### config.mk
export PLATFORM = sky130hd
export DESIGN_NAME = present_enc_ctrl
export DESIGN_NICKNAME = d
export VERILOG_FILES = /design/src/rtl/present_enc_ctrl.sv
export SDC_FILE = /design/constraint.sdc
export NUM_CORES = 1
export LEC_CHECK = 0
export BUFFER_PORTS_ARGS = -buffer_cell sky130_fd_sc_hd__buf_2
export CAP_MARGIN = 20
export CELL_PAD_IN_SITES_DETAIL_PLACEMENT = 0
export CELL_PAD_IN_SITES_GLOBAL_PLACEMENT = 1
export CORE_MARGIN = 4
export CORE_UTILIZATION = 42
export CTS_CLUSTER_DIAMETER = 30
export DETAILED_ROUTE_END_ITERATION = 6
export GPL_TIMING_DRIVEN = 0
export PLACE_DENSITY = 0.85
export SYNTH_ARGS = -nofsm -noshare
export SYNTH_HDL_FRONTEND = slang
export SYNTH_SLANG_ARGS = --single-unit
### constraint.sdc
create_clock -name clk -period 2.3 [get_ports clk]
set_input_delay 0.115 -clock clk [delete_from_list [all_inputs] [get_ports clk]]
set_output_delay 0.115 -clock clk [all_outputs]
set_load 0.01 [all_outputs]
### src/rtl/present_enc_ctrl.sv
// present_enc_ctrl: iterative PRESENT encryption controller.
// One addRoundKey / S-box / bit-permutation round per clock over a 64-bit
// state register, with the matching on-the-fly key schedule. Plaintext and
// key arrive through a valid/ready handshake; the ciphertext leaves through
// a second valid/ready handshake.
// Optional build macro PRESENT_KEY128_EN selects PRESENT-128 (128-bit key);
// the default build is PRESENT-80.
// Bit numbering: all vectors are LSB = 0, so the most significant bit of
// plaintext, key and ciphertext is the highest index.
module present_enc_ctrl (
  input  logic          clk,
  input  logic          rst,
  input  logic          in_valid,
  output logic          in_ready,
  input  logic [63:0]   in_data,
`ifdef PRESENT_KEY128_EN
  input  logic [127:0]  in_key,
`else
  input  logic [79:0]   in_key,
`endif
  output logic          out_valid,
  input  logic          out_ready,
  output logic [63:0]   out_data,
  output logic          busy
);

`ifdef PRESENT_KEY128_EN
  localparam int KW = 128;
`else
  localparam int KW = 80;
`endif

  typedef enum logic [1:0] {
    ST_IDLE  = 2'd0,
    ST_ROUND = 2'd1,
    ST_DONE  = 2'd2
  } fsm_t;

  // 4-bit PRESENT S-box
  function automatic logic [3:0] sbox4(input logic [3:0] n);
    logic [3:0] r;
    case (n)
      4'h0:    r = 4'hC;
      4'h1:    r = 4'h5;
      4'h2:    r = 4'h6;
      4'h3:    r = 4'hB;
      4'h4:    r = 4'h9;
      4'h5:    r = 4'h0;
      4'h6:    r = 4'hA;
      4'h7:    r = 4'hD;
      4'h8:    r = 4'h3;
      4'h9:    r = 4'hE;
      4'hA:    r = 4'hF;
      4'hB:    r = 4'h8;
      4'hC:    r = 4'h4;
      4'hD:    r = 4'h7;
      4'hE:    r = 4'h1;
      4'hF:    r = 4'h2;
      default: r = 4'h0;
    endcase
    return r;
  endfunction

  // S-box applied to all sixteen nibbles of the state
  function automatic logic [63:0] sbox16(input logic [63:0] x);
    logic [63:0] r;
    r = 64'd0;
    for (int n = 0; n < 16; n++) begin
      r[4*n +: 4] = sbox4(x[4*n +: 4]);
    end
    return r;
  endfunction

  // PRESENT bit permutation: bit i moves to 16*i mod 63, bit 63 stays put
  function automatic logic [63:0] p_layer(input logic [63:0] x);
    logic [63:0] r;
    r = 64'd0;
    for (int i = 0; i < 63; i++) begin
      r[(i * 16) % 63] = x[i];
    end
    r[63] = x[63];
    return r;
  endfunction

  // One key-schedule step: rotate left 61, S-box the top nibble(s), XOR round counter
  function automatic logic [KW-1:0] key_update(input logic [KW-1:0] k, input logic [4:0] rc);
    logic [KW-1:0] r;
    r = {k[KW-62:0], k[KW-1:KW-61]};
    r[KW-1:KW-4] = sbox4(r[KW-1:KW-4]);
`ifdef PRESENT_KEY128_EN
    r[KW-5:KW-8] = sbox4(r[KW-5:KW-8]);
    r[66:62]     = r[66:62] ^ rc;
`else
    r[19:15]     = r[19:15] ^ rc;
`endif
    return r;
  endfunction

  fsm_t            fsm_r;
  fsm_t            fsm_nxt_s;
  logic [63:0]     state_r;
  logic [KW-1:0]   key_r;
  logic [4:0]      rc_r;
  logic [63:0]     out_data_r;
  logic            out_valid_r;
  logic            busy_r;
  logic            in_ready_s;

  logic [63:0]     round_in_s;
  logic [63:0]     perm_s;
  logic [KW-1:0]   key_next_s;

  // Round datapath: addRoundKey, S-box layer, permutation and next round key
  always_comb begin
    round_in_s = state_r ^ key_r[KW-1:KW-64];
    perm_s     = p_layer(sbox16(round_in_s));
    key_next_s = key_update(key_r, rc_r);
  end

  // FSM state register
  always_ff @(posedge clk) begin
    if (rst) begin
      fsm_r <= ST_IDLE;
    end else begin
      fsm_r <= fsm_nxt_s;
    end
  end

  // FSM next-state logic
  always_comb begin
    fsm_nxt_s = fsm_r;
    case (fsm_r)
      ST_IDLE: begin
        if (in_valid) begin
          fsm_nxt_s = ST_ROUND;
        end else begin
          fsm_nxt_s = ST_IDLE;
        end
      end
      ST_ROUND: begin
        if (rc_r == 5'd31) begin
          fsm_nxt_s = ST_DONE;
        end else begin
          fsm_nxt_s = ST_ROUND;
        end
      end
      ST_DONE: begin
        if (out_valid_r && out_ready) begin
          fsm_nxt_s = ST_IDLE;
        end else begin
          fsm_nxt_s = ST_DONE;
        end
      end
      default: fsm_nxt_s = ST_IDLE;
    endcase
  end

  // FSM outputs decoded from the state register only
  always_comb begin
    in_ready_s = 1'b0;
    case (fsm_r)
      ST_IDLE:  in_ready_s = 1'b1;
      ST_ROUND: in_ready_s = 1'b0;
      ST_DONE:  in_ready_s = 1'b0;
      default:  in_ready_s = 1'b0;
    endcase
  end

  // Load, round iteration, final whitening and output hold
  always_ff @(posedge clk) begin
    if (rst) begin
      state_r     <= 64'd0;
      key_r       <= {KW{1'b0}};
      rc_r        <= 5'd0;
      out_data_r  <= 64'd0;
      out_valid_r <= 1'b0;
    end else begin
      case (fsm_r)
        ST_IDLE: begin
          if (in_valid) begin
            state_r <= in_data;
            key_r   <= in_key;
            rc_r    <= 5'd1;
          end
        end
        ST_ROUND: begin
          state_r <= perm_s;
          key_r   <= key_next_s;
          if (rc_r == 5'd31) begin
            // Last round: fold in the whitening key and hold the counter
            out_data_r  <= perm_s ^ key_next_s[KW-1:KW-64];
            out_valid_r <= 1'b1;
          end else begin
            rc_r <= rc_r + 5'd1;
          end
        end
        ST_DONE: begin
          if (out_ready) begin
            out_valid_r <= 1'b0;
          end
        end
        default: begin
          out_valid_r <= 1'b0;
        end
      endcase
    end
  end

  // busy covers the rounds strictly after the first round edge up to the last one
  always_ff @(posedge clk) begin
    if (rst) begin
      busy_r <= 1'b0;
    end else begin
      busy_r <= (fsm_r == ST_ROUND) && (fsm_nxt_s == ST_ROUND);
    end
  end

  assign in_ready  = in_ready_s;
  assign out_valid = out_valid_r;
  assign out_data  = out_data_r;
  assign busy      = busy_r;

endmodule

==> flow_summary.rst <==
.. list-table::
   :header-rows: 1

   * - Metric
     - Value
   * - Outcome
     - finished clean
   * - Utilization of the core after routing
     - 57.92%
   * - Worst hold path type
     - input port to flip-flop
   * - Remaining antenna violation count
     - 0
   * - FP Rows
     - 64
   * - Measured slew at the worst slew-check pin
     - 0.9606 ns
   * - Final worst clock skew
     - 0.01387 ns
   * - H-tree depth
     - 2
   * - Clock network fraction of design power
     - 46.8%
   * - GRT Residual Overflow
     - 0
   * - Time the final worst path needs with I/O delays and setup
     - 2.271 ns
   * - Total number of yosys warnings
     - 0
   * - Number of enable flip-flop cells after synthesis
     - 0
   * - Post-synthesis net count
     - 1872
   * - Netlist Area Pre-Place
     - 0.01314 mm2
   * - TritonCTS Buffers
     - 56
   * - Crit path largest cell delay
     - 0.62 ns
   * - Fin nets
     - 2221
   * - CTS clk-pin slew, worst paths
     - 0.05 ns
   * - Clock insertion delay at the later pin of the skew report
     - 0.56 ns
   * - Critical hold path startpoint
     - in_key[30]
   * - Diodes inserted
     - 0
   * - Sort of element at the start of the critical path
     - flip-flop
   * - Maximum clock rate
     - 440.4 MHz
   * - Register-to-register setup slack
     - 0.03 ns
   * - Die boundary width
     - 184.9 um
   * - Worst-path maximum fanout
     - 10
   * - Area of the core
     - 0.03075 mm2
   * - Inst Count DP
     - 2245
   * - Detailed Route WL
     - 54540 um
   * - Fraction of power spent switching nets
     - 32.94%
   * - Ordered cell list for the critical path
     - clkbuf_4 > nand2b_1 > clkbuf_1 > o21a_1 > nor2_1
   * - Share of the yosys chip area belonging to registers
     - 33.68%
   * - Root buffer cell
     - clkbuf_16
   * - Hold violation total from the final report
     - 0
   * - TritonCTS clock tree
     - done
   * - CP max-delay cell
     - clkbuf_1
   * - First-pass GRT wire length
     - 78250 um
   * - Flops & latches, synth
     - 221
   * - Startpoint of the most critical register-to-register path
     - fsm_r[1]$_SDFF_PP0_
   * - Period utilisation layout
     - 98.72%
   * - Nature of the critical path endpoint
     - flip-flop
   * - Initial Utilization
     - 42.72%
   * - Number of filler cells placed in the layout
     - 2856
   * - Pwr/cell area
     - 1011 mW/mm2
   * - Slew margin rel.
     - 35.96%
   * - Total placed instance area
     - 0.01469 mm2
   * - Number of sinks handled by clock tree synthesis
     - 221
   * - Syn_area_per_cell
     - 8.025 um2
   * - FFs w/ async S/R, synth
     - 0%
   * - Via-per-instance ratio
     - 5.634
   * - Number of buffers between clock root and the deepest sink
     - 3
   * - Finished layout cell area
     - 0.01781 mm2
   * - Standby leakage power
     - 7.901 nW
   * - Max-cap violation count
     - 0
   * - Total iterations of the first detailed-routing run
     - 6
   * - Remaining routing DRC violations
     - 0
   * - Area of the die
     - 0.03417 mm2
   * - Launching instance or port of the critical path
     - fsm_r[1]$_SDFF_PP0_
   * - Gate power share
     - 27.6%
   * - Final weighted congestion of routability-driven global placement
     - 0.9720
   * - Required time of the critical path
     - 2.71 ns
   * - Port Buffers
     - 212
   * - Final cell count without fillers
     - 2426
   * - Type of the worst setup path
     - flip-flop to flip-flop
   * - Net switching power of the design
     - 5.931 mW
   * - Share of final-layout standard cells stronger than drive strength 1
     - 19.95%
   * - Overall fraction of global-route tracks in use
     - 30.53%
   * - IR drop worst, VDD
     - 0.0005904 V
   * - Distinct cells, synth
     - 47
   * - Height of the die
     - 184.9 um
   * - Vias after detailed routing
     - 13670
   * - Vias in the first global route
     - 12940
   * - Layout Area Growth over Synthesis
     - 35.57%
   * - Number of max-slew violations in the final report
     - 0
   * - DR iter-0 viols
     - 1456
   * - Share of total power in sequential cells
     - 25.7%
   * - Post-DP HPWL
     - 41630 um
   * - Post-layout power
     - 18.00 mW
   * - Initial antenna violation count
     - 0
   * - I/O Pins
     - 215
   * - Maximum number of pins on one net before global-route repair
     - 14
   * - Internal Power
     - 12.07 mW
   * - Synthesized netlist cell count
     - 1637
   * - Average wire length per cell after detail routing
     - 22.48 um
   * - Most common flop cell mapped by yosys
     - dfxtp_1
   * - Endpoint arrival time on the critical path
     - 2.68 ns
   * - Final setup violating endpoints
     - 0
[critical path, delay by kind of cell (launching register included)]
kind                   cells  cell delay (ns)
AOI/OAI and AO/OA          1             0.23
buffers and inverters      2             0.95
DFF                        1             0.50
and+or+nand+nor            2             0.45
[sequential cells by signal, summed over array words and instances, names as in the netlist]
signal      cells
busy            1
key_next_s      4
fsm_r           2
key_r          80
state_r        64
out_valid       1
out_data       64
rc_r            5
[area by class of cell]
type                            count  area (um2)  area share [%]
Sequential cell                   221        4433           24.89
Multi-Input combinational cell   1240        8247           46.30
Buffer                            111       488.0           2.740
Inverter                           64       240.2           1.349
Clock buffer                       71        1599           8.978
Clock inverter                     31       429.2           2.410
Tap cell                          396       495.5           2.782
Timing Repair Buffer              292        1879           10.55
[per-layer routing]
layer	track usage (%)	part of all wire, %
met1	40.62	41
met2	47.26	44
met3	6.815	10
met4	14.27	5.1
met5	0	0
[cells in the mapped netlist, types with 2 or more instances]
library cell	n	area share, %
mux2i_1	57	4.3
nand3_1	16	0.61
a21oi_1	143	5.4
o21a_1	5	0.29
or4_1	15	0.86
dfxtp_1	221	34
nor3_1	109	4.2
a211oi_1	43	2.5
xnor2_1	72	4.8
mux4_1	2	0.40
inv_1	63	1.8
o21ai_0	15	0.57
nor3b_1	4	0.23
nand3b_1	18	1.0
ha_1	87	8.3
a222oi_1	17	1.3
nand2_1	86	2.5
nor2_1	325	9.3
o22ai_1	15	0.71
a211o_1	2	0.13
o211ai_1	8	0.46
nor2b_1	78	3.7
buf_1	6	0.17
a221oi_1	7	0.47
a22oi_1	11	0.63
nand4b_1	15	1.0
a31oi_1	2	0.095
buf_6	2	0.17
clkbuf_1	101	2.9
xor2_1	60	4.0
mux4_2	14	2.4
buf_2	3	0.11
[power by group through the flow]
| stage | clock (mW) | combinational, mW | sequential [mW] |
|---|---|---|---|
| global placement | 0 | 4.58 | 4.62 |
| floorplan | 0 | 3.15 | 4.44 |
| detailed placement | 0 | 4.66 | 4.63 |
| finish | 8.42 | 4.96 | 4.62 |
| CTS | 8.44 | 4.80 | 4.57 |
| global route | 8.65 | 5.30 | 4.63 |
[worst paths after layout]
path / cells after the start / end
max: 5 / state_r[53]$_SDFFE_PP0N_
min reg2reg: 2 / out_data[13]$_SDFFE_PP0P_
max reg2reg: 5 / state_r[53]$_SDFFE_PP0N_
min: 5 / key_r[30]$_SDFFE_PP0N_
[cell families after synthesis]
kind of cell	count (synthesis)	synth area share [%]
AND/OR/NAND/NOR	673	23.85
AO/OA/AOI/OAI	274	12.95
flip-flops	221	33.68
buffers and inverters	176	5.171
XOR/XNOR	133	8.924
adder cells (fa/ha/maj)	87	8.286
multiplexers	73	7.143
[stage by stage]
step           setup slack, ns  hold WS, ns  setup TNS, ns
6_report               0.02933     0.004641              0
3_5_place_dp           -0.7657       0.3977         -62.00
5_1_grt              -0.006109      0.02986       -0.01374
2_1_floorplan           0.2166       0.2697              0
4_1_cts               0.007407    0.0005253              0
3_3_place_gp           -0.7175       0.3922         -60.67
[what timing repair did]
item	in CTS	in global routing
gates resized for setup	32	53
setup buffers	0	3
hold buffers	77	0
setup endpoints to repair	190	97
hold endpoints to repair	78	0
cloned	0	0
pin swaps	0	1
[placed cells by master, fill, tap and decap left out, types with 20 or more instances in the layout]
master / count
a211oi_1: 43
a21oi_1: 142
buf_2: 219
clkbuf_1: 78
clkbuf_16: 57
dfxtp_1: 214
dlygate4sd3_1: 77
ha_1: 85
inv_1: 63
mux2i_1: 56
nand2_1: 86
nor2_1: 324
nor2b_1: 78
nor3_1: 109
xnor2_1: 67
xor2_1: 40
xor2_2: 20
No activity file was read; power rests on OpenSTA's default activity.
